### config.mk
export PLATFORM = sky130hd
export DESIGN_NAME = pipe_stage_ctrl_flat
export DESIGN_NICKNAME = d
export VERILOG_FILES = /design/src/rtl/pipe_stage_ctrl_if.sv /design/src/rtl/pipe_stage_ctrl.sv /design/src/flat_wrapper.sv
export SDC_FILE = /design/constraint.sdc
export NUM_CORES = 1
export LEC_CHECK = 0
export CAP_MARGIN = 20
export CELL_PAD_IN_SITES_DETAIL_PLACEMENT = 0
export CELL_PAD_IN_SITES_GLOBAL_PLACEMENT = 1
export CORE_ASPECT_RATIO = 1.75
export CORE_MARGIN = 2
export CORE_UTILIZATION = 36
export CTS_CLUSTER_DIAMETER = 200
export DETAILED_ROUTE_END_ITERATION = 8
export GPL_TIMING_DRIVEN = 0
export MAX_ROUTING_LAYER = met4
export PLACE_DENSITY = 0.81
export RECOVER_POWER = 50
export SETUP_SLACK_MARGIN = 0.4
export SYNTH_ARGS = -nofsm -noshare
export SYNTH_HDL_FRONTEND = slang
export SYNTH_SLANG_ARGS = --single-unit
### constraint.sdc
create_clock -name clk -period 3.29 [get_ports clk]
set_input_delay 0.4935 -clock clk [delete_from_list [all_inputs] [get_ports clk]]
set_output_delay 0.4935 -clock clk [all_outputs]
set_load 0.03 [all_outputs]
### src/rtl/pipe_stage_ctrl_if.sv
// Pipeline sequencing bus: hazard/debug requests in, per-stage controls out.
// master = requester side (hazard logic / debugger), slave = pipe_stage_ctrl.
interface pipe_stage_ctrl_if #(
    parameter int STAGES = 5,
    parameter int STEP_W = 8
);
    logic              debug_en;
    logic              debug_step;
    logic [STEP_W-1:0] debug_count;
    logic [STAGES-1:0] stall_req;
    logic [STAGES-1:0] flush_req;
    logic [STAGES-1:0] stage_rst;
    logic [STAGES-1:0] stage_en;
    logic [STAGES-1:0] stage_valid;
    logic              halted;
    logic              step_busy;

    modport master (
        output debug_en, debug_step, debug_count, stall_req, flush_req,
        input  stage_rst, stage_en, stage_valid, halted, step_busy
    );

    modport slave (
        input  debug_en, debug_step, debug_count, stall_req, flush_req,
        output stage_rst, stage_en, stage_valid, halted, step_busy
    );
endinterface

### src/rtl/pipe_stage_ctrl.sv
// Generic N-stage pipeline sequencer: turns per-stage stall/flush requests
// into stage register clear/enable, tracks which stages hold real
// instructions, and runs a debug halt / step-burst state machine.

// One stage's valid bit: a clear loads a bubble, an enable shifts in the
// upstream valid, otherwise the bit holds.
module psc_valid_cell (
    input  logic clk,
    input  logic rst,
    input  logic clr_i,
    input  logic en_i,
    input  logic prev_i,
    output logic vld_o
);
    logic vld_q;

    // Valid bit update, clear wins over enable
    always_ff @(posedge clk or negedge rst) begin
        if (!rst)        vld_q <= 1'b0;
        else if (clr_i)  vld_q <= 1'b0;
        else if (en_i)   vld_q <= prev_i;
    end

    assign vld_o = vld_q;
endmodule

module pipe_stage_ctrl #(
    parameter int STAGES = 5,
    parameter int STEP_W = 8
) (
    input  logic               clk,
    input  logic               rst,
    pipe_stage_ctrl_if.slave   bus
);
    typedef enum logic [1:0] {
        ST_RUN  = 2'd0,
        ST_HALT = 2'd1,
        ST_STEP = 2'd2
    } state_t;

    state_t            state_q, state_d;
    logic [STEP_W-1:0] cnt_q, cnt_d;
    logic              step_prev_q;
    logic              halted_q, busy_q;

    logic              run;
    logic              step_edge;
    logic              advancing;
    logic [STAGES-1:0] blk;       // blk[j]: some stage at or above j is stalled
    logic [STAGES-1:0] bubble;    // stage directly above the highest stall
    logic [STAGES-1:0] stg_rst;
    logic [STAGES-1:0] stg_en;
    logic [STAGES-1:0] valid;

    assign run       = (state_q != ST_HALT);
    assign step_edge = bus.debug_step & ~step_prev_q;
    assign advancing = run & ~(|bus.stall_req);

    // State register plus counter, step edge history and registered status
    always_ff @(posedge clk or negedge rst) begin
        if (!rst) begin
            state_q     <= ST_RUN;
            cnt_q       <= '0;
            step_prev_q <= 1'b0;
            halted_q    <= 1'b0;
            busy_q      <= 1'b0;
        end else begin
            state_q     <= state_d;
            cnt_q       <= cnt_d;
            step_prev_q <= bus.debug_step;
            halted_q    <= (state_d == ST_HALT);
            busy_q      <= (state_d == ST_STEP);
        end
    end

    // Next-state: halt on debug, step bursts count only advancing cycles,
    // leaving debug mode returns to RUN from anywhere
    always_comb begin
        state_d = state_q;
        cnt_d   = cnt_q;
        case (state_q)
            ST_RUN: begin
                if (bus.debug_en) state_d = ST_HALT;
            end
            ST_HALT: begin
                if (step_edge) begin
                    state_d = ST_STEP;
                    // A zero burst length still executes one cycle
                    cnt_d   = (bus.debug_count == '0) ? STEP_W'(1) : bus.debug_count;
                end
            end
            ST_STEP: begin
                if (advancing) begin
                    // Counter stops at 1; the last advancing cycle exits instead
                    if (cnt_q == STEP_W'(1)) state_d = ST_HALT;
                    else                     cnt_d   = cnt_q - STEP_W'(1);
                end
            end
            default: state_d = ST_RUN;
        endcase
        if (!bus.debug_en) state_d = ST_RUN;
    end

    // Output decode: stages above the highest stall advance, the stage just
    // above it takes a bubble, flushes clear; reset forces everything clear
    always_comb begin
        blk    = '0;
        bubble = '0;
        for (int j = STAGES - 1; j >= 0; j--) begin
            if (j == STAGES - 1) blk[j] = bus.stall_req[j];
            else                 blk[j] = bus.stall_req[j] | blk[j+1];
        end
        for (int j = 1; j < STAGES; j++) begin
            bubble[j] = bus.stall_req[j-1] & ~blk[j];
        end
        stg_en  = {STAGES{run}} & ~blk;
        stg_rst = {STAGES{run}} & (bubble | bus.flush_req);
        if (!rst) begin
            stg_en  = '0;
            stg_rst = '1;
        end
    end

    // Per-stage valid tracking
    for (genvar i = 0; i < STAGES; i++) begin : g_vld
        psc_valid_cell u_cell (
            .clk    (clk),
            .rst    (rst),
            .clr_i  (stg_rst[i]),
            .en_i   (stg_en[i]),
            .prev_i ((i == 0) ? 1'b1 : valid[(i == 0) ? 0 : i-1]),
            .vld_o  (valid[i])
        );
    end

    assign bus.stage_en    = stg_en;
    assign bus.stage_rst   = stg_rst;
    assign bus.stage_valid = valid;
    assign bus.halted      = halted_q;
    assign bus.step_busy   = busy_q;
endmodule

### src/flat_wrapper.sv
// flat-port wrapper written by rule: the top's interface ports become plain ports
module pipe_stage_ctrl_flat 
#(
    parameter int STAGES = 5,
    parameter int STEP_W = 8
)
  (clk, rst, bus_debug_en, bus_debug_step, bus_debug_count, bus_stall_req, bus_flush_req, bus_stage_rst, bus_stage_en, bus_stage_valid, bus_halted, bus_step_busy);
  pipe_stage_ctrl_if #(.STAGES(STAGES), .STEP_W(STEP_W)) bus_i ();
  input  logic clk;
  input  logic rst;
  input wire logic [$bits(bus_i.debug_en)-1:0] bus_debug_en;
  input wire logic [$bits(bus_i.debug_step)-1:0] bus_debug_step;
  input wire logic [$bits(bus_i.debug_count)-1:0] bus_debug_count;
  input wire logic [$bits(bus_i.stall_req)-1:0] bus_stall_req;
  input wire logic [$bits(bus_i.flush_req)-1:0] bus_flush_req;
  output wire logic [$bits(bus_i.stage_rst)-1:0] bus_stage_rst;
  output wire logic [$bits(bus_i.stage_en)-1:0] bus_stage_en;
  output wire logic [$bits(bus_i.stage_valid)-1:0] bus_stage_valid;
  output wire logic [$bits(bus_i.halted)-1:0] bus_halted;
  output wire logic [$bits(bus_i.step_busy)-1:0] bus_step_busy;
  assign bus_i.debug_en = bus_debug_en;
  assign bus_i.debug_step = bus_debug_step;
  assign bus_i.debug_count = bus_debug_count;
  assign bus_i.stall_req = bus_stall_req;
  assign bus_i.flush_req = bus_flush_req;
  assign bus_stage_rst = bus_i.stage_rst;
  assign bus_stage_en = bus_i.stage_en;
  assign bus_stage_valid = bus_i.stage_valid;
  assign bus_halted = bus_i.halted;
  assign bus_step_busy = bus_i.step_busy;
  pipe_stage_ctrl #(.STAGES(STAGES), .STEP_W(STEP_W)) u_core (.clk(clk), .rst(rst), .bus(bus_i));
endmodule
==> impl_metrics.env, run 1 <==
export IMPL_grt_pass1_wl_um=5140
export IMPL_overflow=0
export IMPL_fin_crit_ns=2.769
export IMPL_drc=0
export IMPL_final_hold_viol_count=0
export IMPL_reg2reg_from="u_core.cnt_q[1]"
export IMPL_first_pass_iters=4
export IMPL_ys_ff_latch=18
export IMPL_drtAntennaViolNets=0
export IMPL_synth_compound_gate_area_share_pct=23.48
export IMPL_synth_area_top_cells="dfrtp_1, buf_4, a21oi_1, nor2_1, nand3_1"
export IMPL_die_x_um=47.92
export IMPL_maxCapViolCount=0
export IMPL_hold_path_class="primary input to asynchronous set/reset pin"
export IMPL_synth_edf_count=0
export IMPL_grt_max_degree=20
export IMPL_crit_type="primary input to primary output"
export IMPL_top_usage_layer="met2"
export IMPL_worstReg2RegEnd="u_core.cnt_q[1]"
export IMPL_met1_usage_pct=17.75
export IMPL_yosys_cell_count_top_type="dfrtp_1"
export IMPL_port_buffers=38
export IMPL_dpl_hpwl_um=2488
export IMPL_vias=1189
export IMPL_grt_total_usage_pct=19.08
export IMPL_fp_coreArea_um2=3176
export IMPL_clock_sinks=18
export IMPL_die_h_um=80.85
export IMPL_maxSlewViolCount=0
export IMPL_vdd_drop_max_v=0.0003241
export IMPL_cts_setup_buffers=0
export IMPL_critPathCaptureType="primary output"
export IMPL_cts_htree_levels=1
export IMPL_relSlewSlack_pct=61.18
export IMPL_p_leak_nw=0.7844
export IMPL_tns_ns=0
export IMPL_cts_resized=9
export IMPL_dieArea_um2=3874
export IMPL_setup_viol=0
export IMPL_cp_required_ns=2.80
export IMPL_synth_area_mux_share_pct=2.472
export IMPL_drt_initial_drc_count=18
export IMPL_syn2layout_area_growth_pct=40.47
export IMPL_antenna_found_initial=0
export IMPL_final_cells=227
export IMPL_status="completed"
export IMPL_synthFlopType="dfrtp_1"
export IMPL_worstSetupStartpoint="bus_stall_req[3]"
export IMPL_synth_commonest_cells="dfrtp_1, nor2_1, buf_4"
export IMPL_fin_nets=209
export IMPL_yosys_area_top_type="dfrtp_1"
export IMPL_final_layout_size_suffix_gt1_share_pct=14.67
export IMPL_start_util_pct=38.26
export IMPL_pwr_density_cell_nw_per_um2=383.0
export IMPL_grt_use_met2_pct=35.60
export IMPL_post_route_period_util_pct=84.18
export IMPL_synthSimpleGateAreaFrac_pct=20.70
export IMPL_rows=27
export IMPL_cts_root_buf="clkbuf_8"
export IMPL_clkTransAtPathRegs_ns=0.07
export IMPL_synth_adder_area_share_pct=2.060
export IMPL_synth_xor_area_share_pct=0
export IMPL_syn_area_per_cell_um2=8.556
export IMPL_vias_per_cell=5.238
export IMPL_critPathMaxFanout=3
export IMPL_synth_cell_types=37
export IMPL_critPathArrivalTime_ns=2.28
export IMPL_cts_buffers=3
export IMPL_clock_skew_ns=0.001722
export IMPL_syn_area_um2=1215
export IMPL_fmax_mhz=361.1
export IMPL_ios=39
export IMPL_synth_warnings=0
export IMPL_cts_tree="built"
export IMPL_wl_per_cell_um=13.88
export IMPL_place_inst=223
export IMPL_clock_path_buffers=2
export IMPL_holdBufCountCts=0
export IMPL_synth_top_area_share_pct=37.08
export IMPL_rsz0062_at_grt="no"
export IMPL_synth_top_family_by_area="compound AO/OA/AOI/OAI gates"
export IMPL_postSynth_asyncResetShare_pct=100.0
export IMPL_seq_area_frac_synth_pct=37.08
export IMPL_syn_inst=142
export IMPL_worstRegToRegCells=7
export IMPL_wl_um=3151
export IMPL_r2r_slack_ns=1.29
export IMPL_clkLatencyLatePin_ns=0.26
export IMPL_grt_pass1_vias=1198
export IMPL_use_met3_pct=2.667
export IMPL_critPathLaunchType="primary input"
export IMPL_tightestPinTransition_ns=0.5811
export IMPL_diodes=0
export IMPL_routabilityCongestion=0.8653
export IMPL_synth_nets=166
flip-flops by register name (all words and copies together) (netlist names):
signal / flops
u_core.g_vld.u_cell.vld_o: 5
u_core.state_q: 2
u_core.cnt_q: 8
u_core.bus.step_busy: 1
u_core.bus.halted: 1
u_core.step_prev_q: 1
final cells by class:
| cell class | instances | area [µm²] |
|---|---|---|
| buffer | 20 | 138.9 |
| clock buffer | 4 | 55.05 |
| fill | 338 | 1469 |
| inverter | 9 | 33.78 |
| multi-input combinational | 95 | 598.1 |
| sequential | 18 | 450.4 |
| tap | 43 | 53.80 |
| timing repair buffer | 38 | 376.6 |
stage by stage:
stage                     util (%)  setup WS [ns]  hold slack, ns  power [mW]  instance area, µm²
after floorplan                  -          1.457          0.1979      0.3981                1215
after global placement       51.93        -0.3112          0.5089      0.4694                1649
after detailed placement     51.93        -0.3326          0.5204      0.4743                1649
after CTS                    53.59         0.3126          0.1780      0.6563                1702
after global routing         53.74         0.3605          0.1948      0.6877                1707
final                        53.74         0.5206          0.1611      0.6536                1707
per-layer routing:
layer / wire [µm] / share of wire [%] / vias up
met5: 0 / 0 / -
met4: 89 / 2.8 / 0
met3: 168 / 5.3 / 7
met2: 1793 / 57 / 44
met1: 1100 / 35 / 563
li1: - / - / 575
worst max-delay path by stage:
stage,depth (start not counted),end,slack (ns)
final,6,bus_stage_rst[3],0.52
after global placement,6,bus_stage_en[0],-0.31
after global routing,6,bus_stage_en[4],0.36
after floorplan,4,bus_stage_rst[1],1.46
after CTS,6,bus_stage_en[0],0.31
after detailed placement,6,bus_stage_en[0],-0.33
cell usage in the layout (no fill, tap or decap), types with 2 or more instances in the layout:
master / netlist / final
a21oi_1: 12 / 12
a22o_1: 2 / 2
a31oi_1: 3 / 3
buf_4: 15 / 15
clkbuf_1: 3 / 3
clkbuf_8: 0 / 4
clkdlybuf4s50_1: 0 / 29
dfrtp_1: 18 / 18
dlygate4sd2_1: 0 / 3
dlygate4sd3_1: 0 / 3
dlymetal6s2s_1: 0 / 2
ha_1: 2 / 2
inv_1: 9 / 9
mux2i_1: 3 / 3
nand2_1: 8 / 8
nand2b_1: 2 / 2
nand3_1: 8 / 8
nor2_1: 16 / 16
nor2b_1: 3 / 3
nor3_1: 4 / 4
o211ai_1: 5 / 5
o21ai_0: 5 / 4
o22a_2: 3 / 3
o22ai_1: 2 / 2
critical path: stages:
cell and delay, ns:
clkdlybuf4s50_1 0.48, nor2_1 0.17, a21oi_1 0.09, o21ai_0 0.23, buf_4 0.15, clkdlybuf4s50_1 0.65
cells by family after synthesis:
kind of cell / after synthesis
and+or+nand+nor: 50
AOI/OAI and AO/OA: 40
buffers and inverters: 29
DFF: 18
muxes: 3
adders and majority gates: 2
power by group:
| group | internal (mW) | switching, mW |
|---|---|---|
| clock network | 0.107 | 0.0777 |
| registers | 0.253 | 0.0378 |
| logic | 0.0874 | 0.0914 |
| total | 0.447 | 0.207 |
(Power assumes the default switching activity.)
==> run 2: changes to the inputs <==
Settings changed: CORE_UTILIZATION 36 to 30, PLACE_DENSITY 0.81 to 0.71.
Clock period 3.29 ns to 2.5 ns, I/O delays scaled along.
==> run 2 against run 1 <==
  * Utilization fell by 8.0 points
  * Global-route usage fell by 3.2 points
  * Non-clock buffer count rose by 9
  * Worst setup slack got worse by 0.18 ns
  * Clock-buffer cell count did not move
  * Design area rose by 3.5%
==> impl_metrics.env, run 2 (same netlist as run 1, synthesis figures left out) <==
export IMPL_status="completed"
export IMPL_vias=1227
export IMPL_power_mw=0.8712
export IMPL_cp_slowest_cell="dfrtp_1"
export IMPL_cts_htree_levels=1
export IMPL_fin_crit_ns=2.159
export IMPL_grt_pass1_wl_um=5395
export IMPL_wl_um=3310
export IMPL_first_pass_iters=4
export IMPL_multi_input_area_um2=608.1
export IMPL_die_h_um=88.19
export IMPL_critPathLaunchType="flip-flop"
export IMPL_crit_chain="nand2b_1, clkbuf_1, nand2_1, nand2_1, buf_4, dlygate4sd2_1"
export IMPL_critPathMaxStageDelay_ns=0.43
export IMPL_final_cell_mix="buf_4, clkdlybuf4s50_1, dfrtp_1"
export IMPL_start_util_pct=31.42
export IMPL_wl_per_cell_um=13.73
export IMPL_tightestPinTransition_ns=0.8235
export IMPL_dieArea_um2=4595
export IMPL_fp_coreArea_um2=3866
export IMPL_hold_path_class="flip-flop to flip-flop"
export IMPL_clock_sinks=18
export IMPL_setup_viol=0
export IMPL_utilization_pct=45.70
export IMPL_maxCapViolCount=0
export IMPL_wl_met2_um=1837
export IMPL_cp_required_ns=2.12
export IMPL_final_hold_viol_count=0
export IMPL_dpl_cell_area_um2=1655
export IMPL_crit_family="buffers and inverters"
export IMPL_fillCellCount=398
export IMPL_dr_max_layer_used="met4"
export IMPL_clock_path_buffers=2
export IMPL_vias_per_cell=5.091
export IMPL_maxSlewViolCount=0
export IMPL_rows=30
export IMPL_routabilityCongestion=0.8379
export IMPL_crit_type="flip-flop to primary output"
export IMPL_path_common_cell="nand2_1"
export IMPL_clock_skew_ns=0.001948
export IMPL_grt_pass1_vias=1292
export IMPL_hold_slack_ns=0.5382
export IMPL_ios=39
export IMPL_p_leak_nw=0.7976
export IMPL_cts_root_buf="clkbuf_8"
export IMPL_relSlewSlack_pct=44.92
export IMPL_wl_met1_um=1215
export IMPL_vdd_drop_max_v=0.0003517
export IMPL_fin_nets=218
export IMPL_clkTransAtPathRegs_ns=0.07
export IMPL_diodes=0
export IMPL_largest_reg_flops=8
export IMPL_critPathMaxFanout=8
export IMPL_overflow=0
export IMPL_post_route_period_util_pct=86.38
export IMPL_syn2layout_area_growth_pct=45.42
export IMPL_final_common_cell="buf_4"
export IMPL_place_inst=228
export IMPL_cts_buffers=3
export IMPL_clkLatencyLatePin_ns=0.25
export IMPL_fmax_mhz=463.1
export IMPL_final_cells=241
export IMPL_antenna_found_initial=0
export IMPL_met3_length_um=159
export IMPL_ff_latch_area_um2=451.7
export IMPL_design_area_um2=1767
export IMPL_grt_max_degree=19
export IMPL_pwr_density_cell_nw_per_um2=493.1
export IMPL_final_layout_size_suffix_gt1_share_pct=24.35
export IMPL_critPathArrivalTime_ns=1.78
export IMPL_worst_path_buf_inv=3
export IMPL_critPathCaptureType="primary output"
export IMPL_grt_total_usage_pct=15.91
export IMPL_cts_tree="built"
export IMPL_regMostFlops="u_core.cnt_q"
export IMPL_drt_initial_drc_count=23
export IMPL_drtAntennaViolNets=0
export IMPL_drc=0
export IMPL_rsz0062_at_grt="yes"
export IMPL_dpl_hpwl_um=2556
export IMPL_die_x_um=52.11
export IMPL_port_buffers=38
==> run 2: cell count changes in the layout (fill, tap and decap cells not counted), sizes merged <==
cell           change
clkdlybuf4s50      -8
dlygate4sd3        +1
clkdlybuf4s15      +3
dlygate4sd2        +2
dlymetal6s2s       -2
buf                +9
clkbuf             +4
==> run 2: worst paths after layout <==
| path | from | endpoint | slack [ns] | depth (start not counted) |
|---|---|---|---|---|
| max in group asynchronous | rst | u_core.cnt_q[0] | 1.08 | 2 |
| min | u_core.g_vld[4].u_cell.vld_o | u_core.g_vld[4].u_cell.vld_o | 0.54 | 2 |
| max reg2reg | u_core.cnt_q[1] | u_core.cnt_q[1] | 0.54 | 7 |
| min reg2reg | u_core.g_vld[4].u_cell.vld_o | u_core.g_vld[4].u_cell.vld_o | 0.54 | 2 |
| max | u_core.state_q[0] | bus_stage_rst[0] | 0.34 | 6 |
| min in group asynchronous | rst | u_core.cnt_q[6] | 0.86 | 2 |
==> run 2: cell type report <==
class,instances,share of cell area (%)
multi-input combinational,95,34.42
timing repair buffer,47,23.65
tap,48,3.399
clock buffer,4,3.116
buffer,20,7.932
sequential,18,25.57
inverter,9,1.912
==> run 2: worst register-to-register path, stage by stage (launching register included) <==
cell       delay, ns
dfrtp_1         0.39
inv_2           0.07
ha_1            0.16
or4b_4          0.49
o2111ai_4       0.28
and2_4          0.19
buf_6           0.13
mux2i_1         0.18
==> run 2: per-layer routing <==
layer / up-vias / global-route usage [%]
li1: 596 / -
met1: 580 / 15.16
met2: 42 / 29.23
met3: 9 / 1.706
met4: 0 / 9.809
met5: - / -
==> run 2: repair_timing <==
item,4_1_cts,5_1_grt
cloned,0,0
setup endpoints to repair,13,14
endpoints found under the hold margin,18,0
hold buffers,1,0
pin swaps,2,1
buffers inserted,3,5
resized for setup,37,11
==> run 2: per-stage QoR <==
stage | setup slack, ns | setup TNS [ns]
floorplan | 0.6815 | 0
global placement | -0.9223 | -7.470
detailed placement | -0.9173 | -7.206
CTS | 0.2977 | 0
global route | 0.2479 | 0
finish | 0.3406 | 0
==> run 2: report_power, final <==
part           internal (mW)  switching (mW)  total, mW
registers              0.334          0.0484      0.382
logic                  0.124           0.131      0.255
clock network          0.140          0.0947      0.234
